===== config.mk =====
export PLATFORM = sky130hd
export DESIGN_NAME = uart_capture
export DESIGN_NICKNAME = d
export VERILOG_FILES = /design/src/rtl/uart_capture.sv
export SDC_FILE = /design/constraint.sdc
export NUM_CORES = 1
export LEC_CHECK = 0
export BUFFER_PORTS_ARGS = -buffer_cell sky130_fd_sc_hd__buf_2
export CAP_MARGIN = 25
export CORE_MARGIN = 2
export CORE_UTILIZATION = 45
export CTS_CLUSTER_SIZE = 30
export DETAILED_ROUTE_END_ITERATION = 8
export SLEW_MARGIN = 40
export SYNTH_ARGS = -nofsm -noshare
export SYNTH_HDL_FRONTEND = slang
export SYNTH_SLANG_ARGS = --single-unit

===== constraint.sdc =====
create_clock -name CLK -period 3.55 [get_ports CLK]
set_clock_uncertainty 0.2 [all_clocks]
set_input_delay 0.71 -clock CLK [delete_from_list [all_inputs] [get_ports CLK]]
set_output_delay 0.71 -clock CLK [all_outputs]
set_load 0.005 [all_outputs]

===== src/rtl/uart_capture.sv =====
// UART receiver (8N1, mid-bit sampling) with a small escape-based command decoder
// that drives debug/simulation control flags from the received byte stream.
module uart_capture #(
  parameter int CLKS_PER_BIT = 16
) (
  input  logic       CLK,
  input  logic       RESET,
  input  logic       RXD,
  output logic [7:0] RX_DATA,
  output logic       RX_VALID,
  output logic       FRAME_ERR,
  output logic       DEBUG_TESTER_ENABLE,
  output logic       SIMULATIONEND,
  output logic [7:0] AUXCTRL
);

  localparam int CW = $clog2(CLKS_PER_BIT);
  localparam logic [CW-1:0] LAST      = CW'(CLKS_PER_BIT - 1);
  localparam logic [CW-1:0] HALF_LAST = CW'(CLKS_PER_BIT / 2 - 1);

  typedef enum logic [2:0] {IDLE, START, DATA, STOP, WAIT_HIGH} rx_state_t;
  typedef enum logic [1:0] {NORMAL, ESC, AUXLOAD} dec_state_t;

  logic            sync1_reg, sync2_reg;
  rx_state_t       rx_state_reg, rx_state_next;
  logic [CW-1:0]   cnt_reg, cnt_next;
  logic [2:0]      bit_idx_reg, bit_idx_next;
  logic [7:0]      shift_reg, shift_next;
  logic [7:0]      rx_data_reg, rx_data_next;
  logic            rx_valid_reg, rx_valid_next;
  logic            frame_err_reg, frame_err_next;
  dec_state_t      dec_reg, dec_next;
  logic            dbg_reg, dbg_next;
  logic            simend_reg, simend_next;
  logic [7:0]      aux_reg, aux_next;

  logic rxd_s;
  assign rxd_s = sync2_reg;

  // Synchronizer resets to the idle-high line level so no false start is seen.
  always_ff @(posedge CLK or posedge RESET) begin
    if (RESET) begin
      sync1_reg <= 1'b1;
      sync2_reg <= 1'b1;
    end else begin
      sync1_reg <= RXD;
      sync2_reg <= sync1_reg;
    end
  end

  always_ff @(posedge CLK or posedge RESET) begin
    if (RESET) begin
      rx_state_reg  <= IDLE;
      cnt_reg       <= '0;
      bit_idx_reg   <= '0;
      shift_reg     <= '0;
      rx_data_reg   <= '0;
      rx_valid_reg  <= 1'b0;
      frame_err_reg <= 1'b0;
    end else begin
      rx_state_reg  <= rx_state_next;
      cnt_reg       <= cnt_next;
      bit_idx_reg   <= bit_idx_next;
      shift_reg     <= shift_next;
      rx_data_reg   <= rx_data_next;
      rx_valid_reg  <= rx_valid_next;
      frame_err_reg <= frame_err_next;
    end
  end

  always_comb begin
    rx_state_next  = rx_state_reg;
    cnt_next       = cnt_reg + 1'b1;
    bit_idx_next   = bit_idx_reg;
    shift_next     = shift_reg;
    rx_data_next   = rx_data_reg;
    rx_valid_next  = 1'b0;
    frame_err_next = 1'b0;
    case (rx_state_reg)
      IDLE: begin
        cnt_next = '0;
        if (!rxd_s) rx_state_next = START;
      end
      START: begin
        // Re-check the line at mid start bit to reject short glitches.
        if (cnt_reg == HALF_LAST) begin
          cnt_next     = '0;
          bit_idx_next = '0;
          rx_state_next = rxd_s ? IDLE : DATA;
        end
      end
      DATA: begin
        if (cnt_reg == LAST) begin
          cnt_next     = '0;
          shift_next   = {rxd_s, shift_reg[7:1]};
          bit_idx_next = bit_idx_reg + 3'd1;
          if (bit_idx_reg == 3'd7) rx_state_next = STOP;
        end
      end
      STOP: begin
        if (cnt_reg == LAST) begin
          cnt_next = '0;
          if (rxd_s) begin
            rx_data_next  = shift_reg;
            rx_valid_next = 1'b1;
            rx_state_next = IDLE;
          end else begin
            frame_err_next = 1'b1;
            rx_state_next  = WAIT_HIGH;
          end
        end
      end
      WAIT_HIGH: begin
        cnt_next = '0;
        if (rxd_s) rx_state_next = IDLE;
      end
      default: rx_state_next = IDLE;
    endcase
  end

  always_ff @(posedge CLK or posedge RESET) begin
    if (RESET) begin
      dec_reg    <= NORMAL;
      dbg_reg    <= 1'b0;
      simend_reg <= 1'b0;
      aux_reg    <= '0;
    end else begin
      dec_reg    <= dec_next;
      dbg_reg    <= dbg_next;
      simend_reg <= simend_next;
      aux_reg    <= aux_next;
    end
  end

  // Decoder consumes the registered byte during its RX_VALID cycle.
  always_comb begin
    dec_next    = dec_reg;
    dbg_next    = dbg_reg;
    simend_next = simend_reg;
    aux_next    = aux_reg;
    if (rx_valid_reg) begin
      case (dec_reg)
        NORMAL: begin
          if (rx_data_reg == 8'h1B)      dec_next = ESC;
          else if (rx_data_reg == 8'h04) simend_next = 1'b1;
        end
        ESC: begin
          case (rx_data_reg)
            8'h11:   begin dbg_next = 1'b1; dec_next = NORMAL; end
            8'h12:   begin dbg_next = 1'b0; dec_next = NORMAL; end
            8'h13:   dec_next = AUXLOAD;
            8'h1B:   dec_next = ESC;
            default: dec_next = NORMAL;
          endcase
        end
        AUXLOAD: begin
          aux_next = rx_data_reg;
          dec_next = NORMAL;
        end
        default: dec_next = NORMAL;
      endcase
    end
  end

  assign RX_DATA             = rx_data_reg;
  assign RX_VALID            = rx_valid_reg;
  assign FRAME_ERR           = frame_err_reg;
  assign DEBUG_TESTER_ENABLE = dbg_reg;
  assign SIMULATIONEND       = simend_reg;
  assign AUXCTRL             = aux_reg;

endmodule


### After elaboration in Yosys (flattened, before gate mapping)

Cells that the tools add are included.

* register bits after elaboration: 42
* input port bits: 3
* output and inout port bits: 20
* word-level logic and storage cells: 76

* add/subtract/negate cells: 2
* equal/unequal tests: 21
* mux-type cells: 25
* bitwise operators: 1
* reductions and logical operators: 14

Operators with widths (count)
* 8-bit by 5-bit equality test with 1-bit output, second input constant: 4
* 3-bit two-way mux: 9
* 3-bit case mux with 5 select lines: 1
* 2-bit != test, second input constant: 7
* 4-bit case mux with 3 select lines: 1
* 3-bit AND reduction: 3
* 8-bit by 3-bit equality test with 1-bit output, second input constant: 1
* 4-bit two-way mux: 2
* 2-bit case mux with 2 select lines: 2
* 3-bit by 2-bit equality test with 1-bit output, second input constant: 2
* 3-bit equality test, second input constant: 2
* 1-bit two-way mux: 6
* 3-bit case mux with 2 select lines: 1
* 2-bit AND reduction: 3
* 6-bit AND reduction: 1
* 4-bit by 1-bit adder with 4-bit output, second input constant: 1
* 4-bit by 3-bit equality test with 1-bit output, second input constant: 1
* 4-bit equality test, second input constant: 1
* 2-bit two-way mux: 2
* 4-bit AND reduction: 1
* 2-bit nonzero test: 2
* 2-bit OR reduction: 2
* 3-bit by 1-bit adder with 3-bit output, second input constant: 1
* 3-bit by 1-bit equality test with 1-bit output, second input constant: 1
* other kinds (6): 6

### Longest topological paths before layout

* depth after elaboration: 4
* mapped depth: 5

### Least setup slack after synthesis

Ideal clock, no wire load.

* path type: register to register
* start: register cnt_reg[0]
* end: register rx_data_reg[0], in the netlist RX_DATA[0]
* library setup time: 0.125 ns
* arrival: 1.395 ns
* data required time: 3.225 ns
* path slack: 1.830 ns
* cell stages (with the launch flop): 5
* path buffers: 0
* clock period less this slack: 1.720 ns
* cells stage by stage: dfrtp_1 -> ha_1 -> nand3b_4 -> nor3_4 -> mux2_2

* longest elaborated chain between the ends: 2

RTL lines
* start, declared: line 26 `logic [CW-1:0] cnt_reg, cnt_next;`
* start signal, assigned: line 62 `cnt_reg <= cnt_next;`
* 4-bit equality test: line 101 `if (cnt_reg == LAST) begin`
* 3-bit AND reduction (no line)
* end signal, assigned: line 65 `rx_data_reg <= rx_data_next;`
* end, declared: line 29 `logic [7:0] rx_data_reg, rx_data_next;`

Every way passes these cells.
A chain may end at the register's enable or synchronous reset.

### Worst setup path after layout

* start: register cnt_reg[0]
* end: register shift_reg[5]

* longest elaborated chain between the ends: 2

RTL lines
* 4-bit equality test: line 93 `if (cnt_reg == LAST) begin`
* 2-bit AND reduction (no line)
* end signal, assigned: line 64 `shift_reg <= shift_next;`
* end, declared: line 28 `logic [7:0] shift_reg, shift_next;`

Every way passes these cells.

==> results.md <==
- CP Data Arrival Time: 2.08 ns
- CP Capture Type: flip-flop
- Unrepaired setup endpoints after global routing: false
- # setup viols final: 0
- Drt first pass iters: 4
- Req. time, crit path: about 3.5 ns
- Final Hold Viols: 0
- Outcome: finished, final reports clean
- DIE HEIGHT: 67.1 um
- CTS tree: built
- Post-synthesis register bit count: 42
- Hold Path Class: flip-flop to flip-flop
- Final Cycle Share: 59.5%
- Max_slew headroom: 48.7%
- ANT cells: 0
- Port Buffer Count: 22
- Synth warn: 0
- Fin Hold WS: between 0.15 and 0.2 ns
- CP max FO: 11
- Fin cells: 205
- Largest net degree at the start of global routing: 23
- Antenna-violating nets left: 0
- Average wire per standard cell: 14.2 um
- Dpl hpwl: 2.10 mm
- Die width: roughly 67 um
- Synth area leader: dfrtp_1
- Remaining global-route overflow: 0
- Vias/cell: 5.25
- Sum Neg Setup Slack: 0 ns
- Global placer's final weighted congestion: around 0.7
- Most common cell after layout, fill and taps aside: dfrtp_1
- Total core area: 3740 um2
- Io pins: 23
- Placed insts: 197
- Vias in the first global route: 1061
- Routed via count: 1077
- Row cnt: 22
- Worst vdd ir: approximately 500 uV
- Synth top area share: approximately 56%
- DRC viols: 0
- Final WL: 2.91 mm
- Cell area after synthesis: 1790 um2
- Clock sink count: 42
- PD cells: 560 nW/um2
- Worst slack at placement: 1.45 ns
- Die area: 4500 um2
- Initial Util: 47.8%
- Cells after synthesis: 129
- Number of library cell types mapped by synthesis: 40
- Overall Global Routing Usage: 15.3%
- Max-cap violation count: 0
- Clk pin slew, worst setup/hold paths: 0.07 ns
- Cts hold-fix bufs: 0
- Commonest cells after routing, fill and taps aside: dfrtp_1 (40), mux2_2 (24), buf_2 (22)
- CTS buffer count: 5
- Layout area overhead: 14.1%
- Global-route wire length before repair: roughly 5 mm
- Root Driver: clkbuf_8
- Share of cells above drive strength 1: 38.9%
- Initial DRC Count: 62
- Hold-critical path depth: 0
- Synth Net Count: 135
- Minimum clock period: roughly 2.1 ns
- Critical path class: flip-flop to flip-flop
- CTS-repair resized insts: 0
- H-tree levels: 2
- Number of fill cells: 341
- Worst reg2reg path depth: 4
- Leakage: roughly 1.1 nW
- Initial antenna violation count: 0
- Synth area leaders: dfrtp_1 (56%), mux2_2 (15%), dfstp_2 (2.9%)
- Total Power: 1.14 mW
- Setup ws final: ~1.4 ns
- Fin. max-slew vios: 0
- Max Freq: 0.473 GHz
- Setup crit start kind: flip-flop
- Post-CTS Setup Repair Bufs: 0
- Clock Path Buffers: 2
- Fin nets: 162
- Share of the yosys chip area belonging to registers: 58.9%
- Mean Syn Cell Area: ~14 um2
- Least-Margin Pin Slew: 0.765 ns
- Clock latency on the worst-skew pair: 0.28 ns
[worst max-delay path, cell delays in order (launching register included)]
cell	delay [ns]
dfrtp_1	0.37
ha_1	0.30
nand3b_4	0.12
nor3_2	0.60
mux2_2	0.41
[synthesized netlist by cell type]
master     number
a211oi_1        2
nand4_1         4
ha_1            3
nand3b_4        1
nand2_1         3
and3_1          1
xnor2_1         2
and4b_1         1
xor2_1          1
nor4bb_1        1
a2bb2oi_1       1
a41o_1          1
buf_6           1
a22o_1          2
nor4b_1         1
nor3b_1         1
nor2_1          9
o21ai_0         3
and3b_2         1
a21oi_1         2
a21o_1          1
nor3_2          1
nor4_1          1
clkbuf_8        1
nand3_1         1
nor3_1          1
and3_2          1
nor3_4          1
buf_4           1
a41oi_1         1
nand3b_1        1
nand2_8         1
and3b_1         1
dfstp_2         2
a311oi_1        1
nor2b_1         1
mux2i_1         1
dfrtp_1        40
inv_1           6
mux2_2         24
[per-layer routing]
| metal | global-route usage, % | wire length, um | up-vias |
|---|---|---|---|
| li1 | - | - | 520 |
| met1 | 19.8 | 1360 | 523 |
| met2 | 23.5 | 1390 | 30 |
| met3 | 5.24 | 128 | 4 |
| met4 | 5.87 | 30 | 0 |
| met5 | 0 | 0 | - |
[cells by family after synthesis]
| group | Yosys count | synth area share (%) |
|---|---|---|
| AOI/OAI and AO/OA | 14 | 5.66 |
| xor gates and xnor gates | 3 | 1.47 |
| adders and majority gates | 3 | 2.10 |
| buffers and inverters | 9 | 3.08 |
| DFF | 42 | 58.9 |
| muxes | 25 | 15.7 |
| and+or+nand+nor | 33 | 13.1 |
[cell type report]
type                            instances  area (um2)  share of cell area (%)
Clock buffer                            7        76.3                    3.74
Clock inverter                          1        30.0                    1.47
Inverter                                6        22.5                    1.10
Multi-Input combinational cell         78         681                    33.4
Sequential cell                        42        1050                    51.6
Tap cell                               48        60.1                    2.94
Timing Repair Buffer                   23         118                    5.76
[report_power, final]
group	leakage [nW]	switching [mW]	internal (mW)
clock network	0.0524	0.147	0.210
logic	0.448	0.0897	0.0891
registers	0.565	0.0793	0.526
[metrics by stage]
stage,instance area [um2],util (%)
6_report,2040,54.5
5_1_grt,2040,54.5
4_1_cts,2040,54.5
3_5_place_dp,1930,51.7
3_3_place_gp,1930,51.7
2_1_floorplan,1790,-
[path summary, 6_finish.rpt]
kind	start	to	slack [ns]
worst max-delay path	cnt_reg[0]	shift_reg[5]	1.44
worst min-delay path	sync1_reg	rxd_s	0.16
worst max register to register	cnt_reg[0]	shift_reg[5]	1.44
worst min register to register	sync1_reg	rxd_s	0.16
max in group asynchronous	RESET	RX_DATA[1]	2.24
min in group asynchronous	RESET	FRAME_ERR	0.24
Note: power is estimated with default switching activity, not from simulation.
